### src/rtl/in_port_ctrl_pkg.sv
// in_port_ctrl_pkg
// Shared constants for the input-port controller: the channel count, the select width and the
// channel index encodings. The encodings match the CPU input-mux select field, so a select
// value can be passed straight through without translation.
package in_port_ctrl_pkg;

    localparam int unsigned NCH   = 4;
    localparam int unsigned SEL_W = 2;

    localparam logic [SEL_W-1:0] CH0 = 2'b00;
    localparam logic [SEL_W-1:0] CH1 = 2'b01;
    localparam logic [SEL_W-1:0] CH2 = 2'b10;
    localparam logic [SEL_W-1:0] CH3 = 2'b11;

    // One-hot decode of a channel select.
    function automatic logic [NCH-1:0] ch_onehot(input logic [SEL_W-1:0] ch);
        logic [NCH-1:0] oh;
        oh     = '0;
        oh[ch] = 1'b1;
        return oh;
    endfunction

endpackage

### src/rtl/in_port_ctrl_fifo2.sv
// in_fifo2
// Small per-channel receive FIFO (DEPTH entries, DEPTH a power of 2; 2 is the intended size).
// Ports:
//   clk, reset      - clock, asynchronous active-high reset
//   wdata           - producer data
//   push_valid      - producer valid
//   push_ready      - ready to producer; from registered count only, forced low during reset
//   pop             - pop request (already decoded for this channel)
//   rdata           - head entry, zero when empty
//   nonempty        - FIFO holds at least one entry
//   underflow_pulse - pop requested while empty (this cycle)
// Storage is deliberately not reset; only pointers and count are.
module in_fifo2 #(
    parameter int unsigned WIDTH = 8,
    parameter int unsigned DEPTH = 2
) (
    input  logic             clk,
    input  logic             reset,
    input  logic [WIDTH-1:0] wdata,
    input  logic             push_valid,
    output logic             push_ready,
    input  logic             pop,
    output logic [WIDTH-1:0] rdata,
    output logic             nonempty,
    output logic             underflow_pulse
);

    localparam int unsigned PTR_W = (DEPTH > 1) ? $clog2(DEPTH) : 1;
    localparam int unsigned CNT_W = $clog2(DEPTH + 1);
    localparam logic [CNT_W-1:0] FULL = CNT_W'(DEPTH);

    logic [WIDTH-1:0] mem_q [DEPTH];
    logic [WIDTH-1:0] mem_d [DEPTH];
    logic [PTR_W-1:0] wr_ptr_q, wr_ptr_d;
    logic [PTR_W-1:0] rd_ptr_q, rd_ptr_d;
    logic [CNT_W-1:0] count_q, count_d;
    logic             push_fire;
    logic             pop_fire;

    assign push_ready      = (count_q != FULL) && !reset;
    assign nonempty        = (count_q != '0);
    assign push_fire       = push_valid && push_ready;
    // An empty pop is reported, never performed; a same-cycle push still lands.
    assign pop_fire        = pop && nonempty;
    assign underflow_pulse = pop && !nonempty;
    assign rdata           = nonempty ? mem_q[rd_ptr_q] : '0;

    always_comb begin
        mem_d    = mem_q;
        wr_ptr_d = wr_ptr_q;
        rd_ptr_d = rd_ptr_q;
        count_d  = count_q;
        if (push_fire) begin
            mem_d[wr_ptr_q] = wdata;
            wr_ptr_d        = wr_ptr_q + PTR_W'(1);
        end
        if (pop_fire) begin
            rd_ptr_d = rd_ptr_q + PTR_W'(1);
        end
        unique case ({push_fire, pop_fire})
            2'b10:   count_d = count_q + CNT_W'(1);
            2'b01:   count_d = count_q - CNT_W'(1);
            default: count_d = count_q;
        endcase
    end

    always_ff @(posedge clk or posedge reset) begin
        if (reset) begin
            wr_ptr_q <= '0;
            rd_ptr_q <= '0;
            count_q  <= '0;
        end else begin
            wr_ptr_q <= wr_ptr_d;
            rd_ptr_q <= rd_ptr_d;
            count_q  <= count_d;
        end
    end

    always_ff @(posedge clk) begin
        mem_q <= mem_d;
    end

endmodule

### src/rtl/in_port_ctrl.sv
// in_port_ctrl
// Input-side peripheral interface: four producers push bytes over valid/ready into per-channel
// FIFOs; the CPU selects a channel, sees its head byte and pops it with rd_en.
// Ports:
//   clk, reset              - clock, asynchronous active-high reset
//   ext_data0..ext_data3    - producer data per channel
//   ext_valid / ext_ready   - per-channel handshake (bit i = channel i)
//   sel, rd_en              - CPU channel select and read strobe
//   cpu_data                - head byte of the selected channel, zero if it is empty
//   avail                   - per-channel non-empty
//   uflow                   - sticky per-channel empty-read flag, cleared only by reset
module in_port_ctrl
    import in_port_ctrl_pkg::*;
#(
    parameter int unsigned WIDTH = 8,
    parameter int unsigned DEPTH = 2
) (
    input  logic             clk,
    input  logic             reset,
    input  logic [WIDTH-1:0] ext_data0,
    input  logic [WIDTH-1:0] ext_data1,
    input  logic [WIDTH-1:0] ext_data2,
    input  logic [WIDTH-1:0] ext_data3,
    input  logic [NCH-1:0]   ext_valid,
    output logic [NCH-1:0]   ext_ready,
    input  logic [SEL_W-1:0] sel,
    input  logic             rd_en,
    output logic [WIDTH-1:0] cpu_data,
    output logic [NCH-1:0]   avail,
    output logic [NCH-1:0]   uflow
);

    logic [WIDTH-1:0] ext_data [NCH];
    logic [WIDTH-1:0] head     [NCH];
    logic [NCH-1:0]   pop_vec;
    logic [NCH-1:0]   uflow_pulse;
    logic [NCH-1:0]   uflow_q, uflow_d;

    assign ext_data[0] = ext_data0;
    assign ext_data[1] = ext_data1;
    assign ext_data[2] = ext_data2;
    assign ext_data[3] = ext_data3;

    // rd_en only ever touches the selected channel.
    assign pop_vec = rd_en ? ch_onehot(sel) : '0;

    for (genvar i = 0; i < NCH; i++) begin : g_ch
        in_fifo2 #(
            .WIDTH (WIDTH),
            .DEPTH (DEPTH)
        ) u_fifo (
            .clk             (clk),
            .reset           (reset),
            .wdata           (ext_data[i]),
            .push_valid      (ext_valid[i]),
            .push_ready      (ext_ready[i]),
            .pop             (pop_vec[i]),
            .rdata           (head[i]),
            .nonempty        (avail[i]),
            .underflow_pulse (uflow_pulse[i])
        );
    end

    // Each FIFO already zeroes its head when empty, so a plain mux gives zero on an empty channel.
    assign cpu_data = head[sel];

    always_comb begin
        uflow_d = uflow_q | uflow_pulse;
    end

    always_ff @(posedge clk or posedge reset) begin
        if (reset) begin
            uflow_q <= '0;
        end else begin
            uflow_q <= uflow_d;
        end
    end

    assign uflow = uflow_q;

endmodule

### config.mk
export PLATFORM = sky130hd
export DESIGN_NAME = in_port_ctrl
export DESIGN_NICKNAME = d
export VERILOG_FILES = /design/src/rtl/in_port_ctrl_pkg.sv /design/src/rtl/in_port_ctrl_fifo2.sv /design/src/rtl/in_port_ctrl.sv
export SDC_FILE = /design/constraint.sdc
export NUM_CORES = 1
export LEC_CHECK = 0
export BUFFER_PORTS_ARGS = -buffer_cell sky130_fd_sc_hd__buf_2
export CORE_MARGIN = 2
export CORE_UTILIZATION = 40
export DETAILED_ROUTE_END_ITERATION = 8
export GPL_TIMING_DRIVEN = 1
export PLACE_DENSITY = 0.7
export SLEW_MARGIN = 20
export SYNTH_ARGS = -nofsm -noshare
export SYNTH_HDL_FRONTEND = slang
export SYNTH_SLANG_ARGS = --single-unit
### constraint.sdc
create_clock -name clk -period 2.05 [get_ports clk]
set_input_delay 0.1025 -clock clk [delete_from_list [all_inputs] [get_ports clk]]
set_output_delay 0.1025 -clock clk [all_outputs]
set_load 0.005 [all_outputs]
* Word-level counts from Yosys, hierarchy flattened
Cells that the tools add are included.
** Storage, ports and cells
- Flip-flop bits (word level) :: 84
- Word-level logic and storage cells :: 146
- Input bits :: 41
- Output and inout port bits :: 20
** Operators by class
- Bitwise logic cells :: 10
- Order comparisons :: 15
- Equal/unequal tests :: 12
- Reductions and logical operators :: 34
- Multiplexer cells :: 38
- $add $sub $neg :: 16
** Operators with widths (number)
- 8-bit 2-to-1 mux :: 22
- 16-bit bitwise mux :: 4
- 8-bit demux with 1-bit select :: 4
- 1-bit logical AND :: 21
- 8-bit binary-select mux with 2-bit select :: 1
- 2-bit >= comparator, second input constant :: 8
- 1-bit NOT with 2-bit output :: 8
- 2-bit one-hot mux with 2 select lines :: 4
- 2-bit nonzero test :: 8
- 1-bit adder, second input constant :: 8
- 2-bit by 1-bit adder with 2-bit output, second input constant :: 4
- 2-bit by 1-bit == test with 1-bit output, second input constant :: 4
- 2-bit == test, second input constant :: 4
- 2-bit by 1-bit less-than comparator with 1-bit output, second input constant :: 4
- 2-bit != test, second input constant :: 4
- 2-bit by 1-bit subtractor with 2-bit output, second input constant :: 4
- 1-bit zero test :: 5
- 4-bit 2-to-1 mux :: 1
- 4-bit OR :: 1
- 3-bit >= comparator, second input constant :: 1
- 2-bit by 3-bit less-than comparator with 1-bit output, second input constant :: 1
- 2-bit NOT with 3-bit output :: 1
- 1-bit demux with 2-bit select :: 1
- 2-bit by 1-bit >= comparator with 1-bit output, second input constant :: 1
- 1-bit 2-to-1 mux :: 1

* Longest topological paths before layout
- Word-level depth :: 8
- Gate-level depth with buffers :: 8
- Depth with buffers taken out :: 6

* Modules after synthesis
Synthesis repeated with hierarchy kept, for this count alone.
** Second synthesis, totals
- Cell total of the unflattened synthesis :: 247
- Area total of the unflattened synthesis :: 3656.0 µm²
** By module, submodules not included
- in_fifo2 :: sequential area each 580.6 µm², area each 822.0 µm², instances 4, cells an instance 56
- in_port_ctrl :: sequential area each 100.1 µm², area each 367.9 µm², instances 1, cells an instance 23

* Least setup slack after synthesis
No wires, ideal clock.
- Path type :: input port to flip-flop
- Start :: input port reset
- End :: register g_ch[3].u_fifo.count_q[1]
- Slack :: 0.412 ns
- Stages on the path :: 5
- Required time :: 1.970 ns
- Arrival :: 1.558 ns
- Setup time :: 0.080 ns
- Path buffers :: 0
- Cells stage by stage :: clkinv_1 > o211ai_1 > ha_1 > nor2_1 > xnor2_1
** On the way
- Longest elaborated chain between the ends :: 5
- Elaborated cells between the ends (all ways) :: 7
- Classes of those cells :: eq/ne (2); mux (1); reduce/logical (4)
** RTL lines
- start, declared :: RTL line in_port_ctrl.sv:19 : input logic reset,
- 1-bit zero test * :: RTL line in_port_ctrl_fifo2.sv:40 : assign push_ready = (count_q != FULL) && !reset;
- 1-bit logical AND * :: RTL line in_port_ctrl_fifo2.sv:40
- 1-bit logical AND * :: RTL line in_port_ctrl_fifo2.sv:42 : assign push_fire = push_valid && push_ready;
- 2-bit by 1-bit == test with 1-bit output / 2-bit == test (equally long branches) :: RTL line in_port_ctrl_fifo2.sv:60 : unique case ({push_fire, pop_fire})
- 2-bit one-hot mux with 2 select lines / 2-bit nonzero test (equally long branches)
- end signal, assigned :: RTL line in_port_ctrl_fifo2.sv:75 : count_q <= count_d;
- end, declared :: RTL line in_port_ctrl_fifo2.sv:36 : logic [CNT_W-1:0] count_q, count_d;
Mark *: on every way between the ends. The rest lies on a longest branch, timed or not.
A chain may end at the register's enable or synchronous reset.

* Final worst setup path
- Start :: register g_ch[3].u_fifo.count_q[0]
- End :: output port cpu_data[1]
** On the way
- Longest elaborated chain between the ends :: 5
** RTL lines
- 2-bit nonzero test :: RTL line in_port_ctrl_fifo2.sv:41 : assign nonempty = (count_q != '0);
- 8-bit 2-to-1 mux :: RTL line in_port_ctrl_fifo2.sv:46 : assign rdata = nonempty ? mem_q[rd_ptr_q] : '0;
- 8-bit binary-select mux with 2-bit select :: RTL line in_port_ctrl.sv:65 : assign cpu_data = head[sel];
- 8-bit 2-to-1 mux (not written as such) (2 in a row) :: RTL line in_port_ctrl.sv:65
- end, declared :: RTL line in_port_ctrl.sv:28 : output logic [WIDTH-1:0] cpu_data,
Every way passes these cells. The select of a mux whose other input is x is not followed.

==> results.cfg <==
[outcome]
outcome = completed

[pwr]
switching_power_w = 0.00165
pwr-share-comb_pct = 26.6
ir_drop_v = 0.000499
switching_share_pct = 30.4
p_leak_nw = 1.81
power.total_w = 0.00544
power_density_mw_per_mm2 = 1190
p_seq_share_pct = 48.1
internal-power_w = 0.00378
pwr-share-clk_pct = 25.4

[die]
die_y_um = 99.0
core_area_mm2 = 0.00872
die_w_um = 99.0
rows = 34
die_area_mm2 = 0.00979
io-pin-count = 61
initial_utilization_pct = 41.4

[timing]
tightestPinTransition_ns = 0.537
relSlewSlack_pct = 64.0
setup_violations = 0
fmaxAchievable_ghz = 0.509
fin_crit_ns = 1.96
rsz0062_at_grt = no
drv_slew = 0
fin_tns_setup_ns = 0
layout_worst_path_cycle_share_pct = 95.8
hold_violations = 0
finClkSkew_ns = 0.00424

[yosys]
synth_edf_count = 64
ys_seq_elements = 84
synth_area_mm2 = 0.00361
ys.flop_type = edfxtp_1
syn_inst = 242
synth_most_common_cell = edfxtp_1
yosys.area.top_type_share_pct = 53.3
yosysUniqueCellTypes = 31
synth.area.top_cells = edfxtp_1 (53%), dfrtp_1 (14%), mux2i_1 (8.9%)
yosysTopAreaCell = edfxtp_1
synth-async-reset-ratio_pct = 23.8
avgSynthCellArea_um2 = 14.9
yosysSeqAreaShare_pct = 67.2
synth_common_cells = edfxtp_1 (64), mux2i_1 (32), dfrtp_1 (20), nor3_1 (16), xnor2_1 (16)
synth_warnings = 0
synth_nets = 287

[final_layout]
drive_gt1_share_pct = 27.9
area_delta_synth_final_pct = 26.2
finish.utilization_pct = 52.2
antenna_cells = 0
final_cells = 449
layout.nets = 381
design_area_mm2 = 0.00455

[worst_setup_path]
cp.depth = 4
r2r-end = g_ch[2].u_fifo.count_q[1]$_DFFE_PP0P_
critical-path-top-delay-family = compound AO/OA/AOI/OAI gates
r2r_start = g_ch[2].u_fifo.count_q[0]$_DFFE_PP0P_
critPathLaunchType = register
slowest_delay_ns = 0.47
rr_worst_depth = 6
reg2reg_setup_slack_ns = 0.36
crit_chain = o211ai_4 -> o32ai_1 -> or3_1 -> buf_2
critical_path.endpoint_type = output pin
critPathMaxFanout = 9
cp_num_buf_inv = 1
crit_type = register to output pin
required_ns = 1.95
crit_slowest_cell = dfrtp_1
critPathArrivalTime_ns = 1.86

[global_routing]
grt_pass1_vias = 2346
overflow = 0
antenna_found_initial = 0
grt_pass1_wl_um = 11800
grt_max_degree = 16
grt_use_total_pct = 16.3

[drt]
drt-initial-drc-count = 95
route.detailed.drc = 0
vias = 2211
final_antenna_net_count = 0
drt_pass1_iterations = 4
finalWirelength_um = 7520
routedWlPerCell_um = 16.8
viasPerCell = 4.92

[placement]
place_congestion = 0.826
place_area_mm2 = 0.00397
portBuffers = 60
dp_hpwl_um = 5770
dp.cells = 400

[clock_tree]
cts_tree = yes
cts_setup_buffers = 0
ctsHtreeMaxLevel = 3
cts_sinks = 84
insertion_delay_ns = 0.35
numCtsBuffers = 9
root_buffer = clkbuf_8
clock_path_buffers = 2
clkTransAtPathRegs_ns = 0.08

[hold_path]
holdPathEnd = uflow[1]$_DFF_PP0_
min_path_cells = 3
worstHoldStart = rd_en
min_path_type = input pin to register

[job]
cap_violations = 0
==> worst reg2reg max path, delay by kind of cell (launching register included) <==
| kind | cells | cell delay [ns] |
|---|---|---|
| flip-flops | 1 | 0.47 |
| XOR/XNOR | 1 | 0.13 |
| AND/OR/NAND/NOR | 3 | 0.53 |
| buffers and inverters | 1 | 0.17 |
| adder cells (fa/ha/maj) | 1 | 0.31 |
==> layout make-up <==
type	instances	area (µm²)
fill	721	4170
sequential	84	2430
multi-input combinational	128	1010
timing repair buffer	103	706
tap	108	135
clock buffer	9	124
clock inverter	7	115
inverter	10	37.5
==> cell families after synthesis <==
logic type / count (synthesis) / synth area share (%)
flip-flops: 84 / 67.2
AO/OA/AOI/OAI: 21 / 4.99
buffers and inverters: 30 / 5.10
adder cells (fa/ha/maj): 4 / 1.39
multiplexers: 32 / 8.88
AND/OR/NAND/NOR: 51 / 7.63
XOR/XNOR: 20 / 4.86
==> worst max path at each step <==
| stage | from | to | slack (ns) |
|---|---|---|---|
| floorplan | reset | g_ch[3].u_fifo.count_q[1]$_DFFE_PP0P_ | 0.41 |
| global placement | reset | g_ch[1].u_fifo.count_q[1]$_DFFE_PP0P_ | 0.33 |
| detailed placement | reset | g_ch[3].u_fifo.count_q[1]$_DFFE_PP0P_ | 0.29 |
| CTS | g_ch[1].u_fifo.rd_ptr_q$_DFFE_PP0P_ | cpu_data[6] | 0.03 |
| global route | g_ch[3].u_fifo.count_q[0]$_DFFE_PP0P_ | cpu_data[1] | 0.001 |
| finish | g_ch[3].u_fifo.count_q[0]$_DFFE_PP0P_ | cpu_data[1] | 0.09 |
==> cell usage in the layout, fill, tap and decap left out, types with 8 or more instances in the layout <==
cell type / count
edfxtp_1: 64
buf_2: 60
dlygate4sd3_1: 33
mux2i_1: 32
xnor2_1: 16
nor3_1: 16
dfrtp_1: 16
nor2_1: 10
buf_4: 10
inv_1: 9
clkbuf_8: 9
o32ai_1: 8
or3_1: 8
==> flip-flops by register name, summed over array words and instances (netlist names) <==
| name | count |
|---|---|
| g_ch.u_fifo.rd_ptr_q | 4 |
| g_ch.u_fifo.mem_q | 64 |
| g_ch.u_fifo.wr_ptr_q | 4 |
| g_ch.u_fifo.count_q | 8 |
| uflow | 4 |
==> metal layers <==
| metal | global-route usage (%) | vias up | wire, µm |
|---|---|---|---|
| met5 | 0 | - | 0 |
| met4 | 8.96 | 0 | 226 |
| met3 | 2.70 | 16 | 274 |
| met2 | 27.5 | 54 | 3780 |
| met1 | 19.9 | 1063 | 3240 |
| li1 | - | 1078 | - |
==> power groups by stage <==
stage               Combinational [W]  Clock [W]  Sequential (W)
floorplan                     0.00123          0         0.00239
global route                  0.00159    0.00147         0.00266
global placement              0.00137          0         0.00261
detailed placement            0.00140          0         0.00263
CTS                           0.00146    0.00139         0.00261
finish                        0.00144    0.00138         0.00261
==> timing repair <==
action,CTS,global route
hold buffers,33,0
gates resized for setup,2,4
setup endpoints to repair,5,7
pin swaps,0,1
hold endpoints to repair,69,0
==> through the flow <==
stage	worst slack (ns)	hold WS, ns
after detailed placement	0.293	0.114
after floorplan	0.412	0.0195
after global placement	0.328	0.108
after global routing	0.00145	0.0235
after CTS	0.0332	0.0128
final	0.0859	0.0253
No activity file was read; power rests on OpenSTA's default activity.
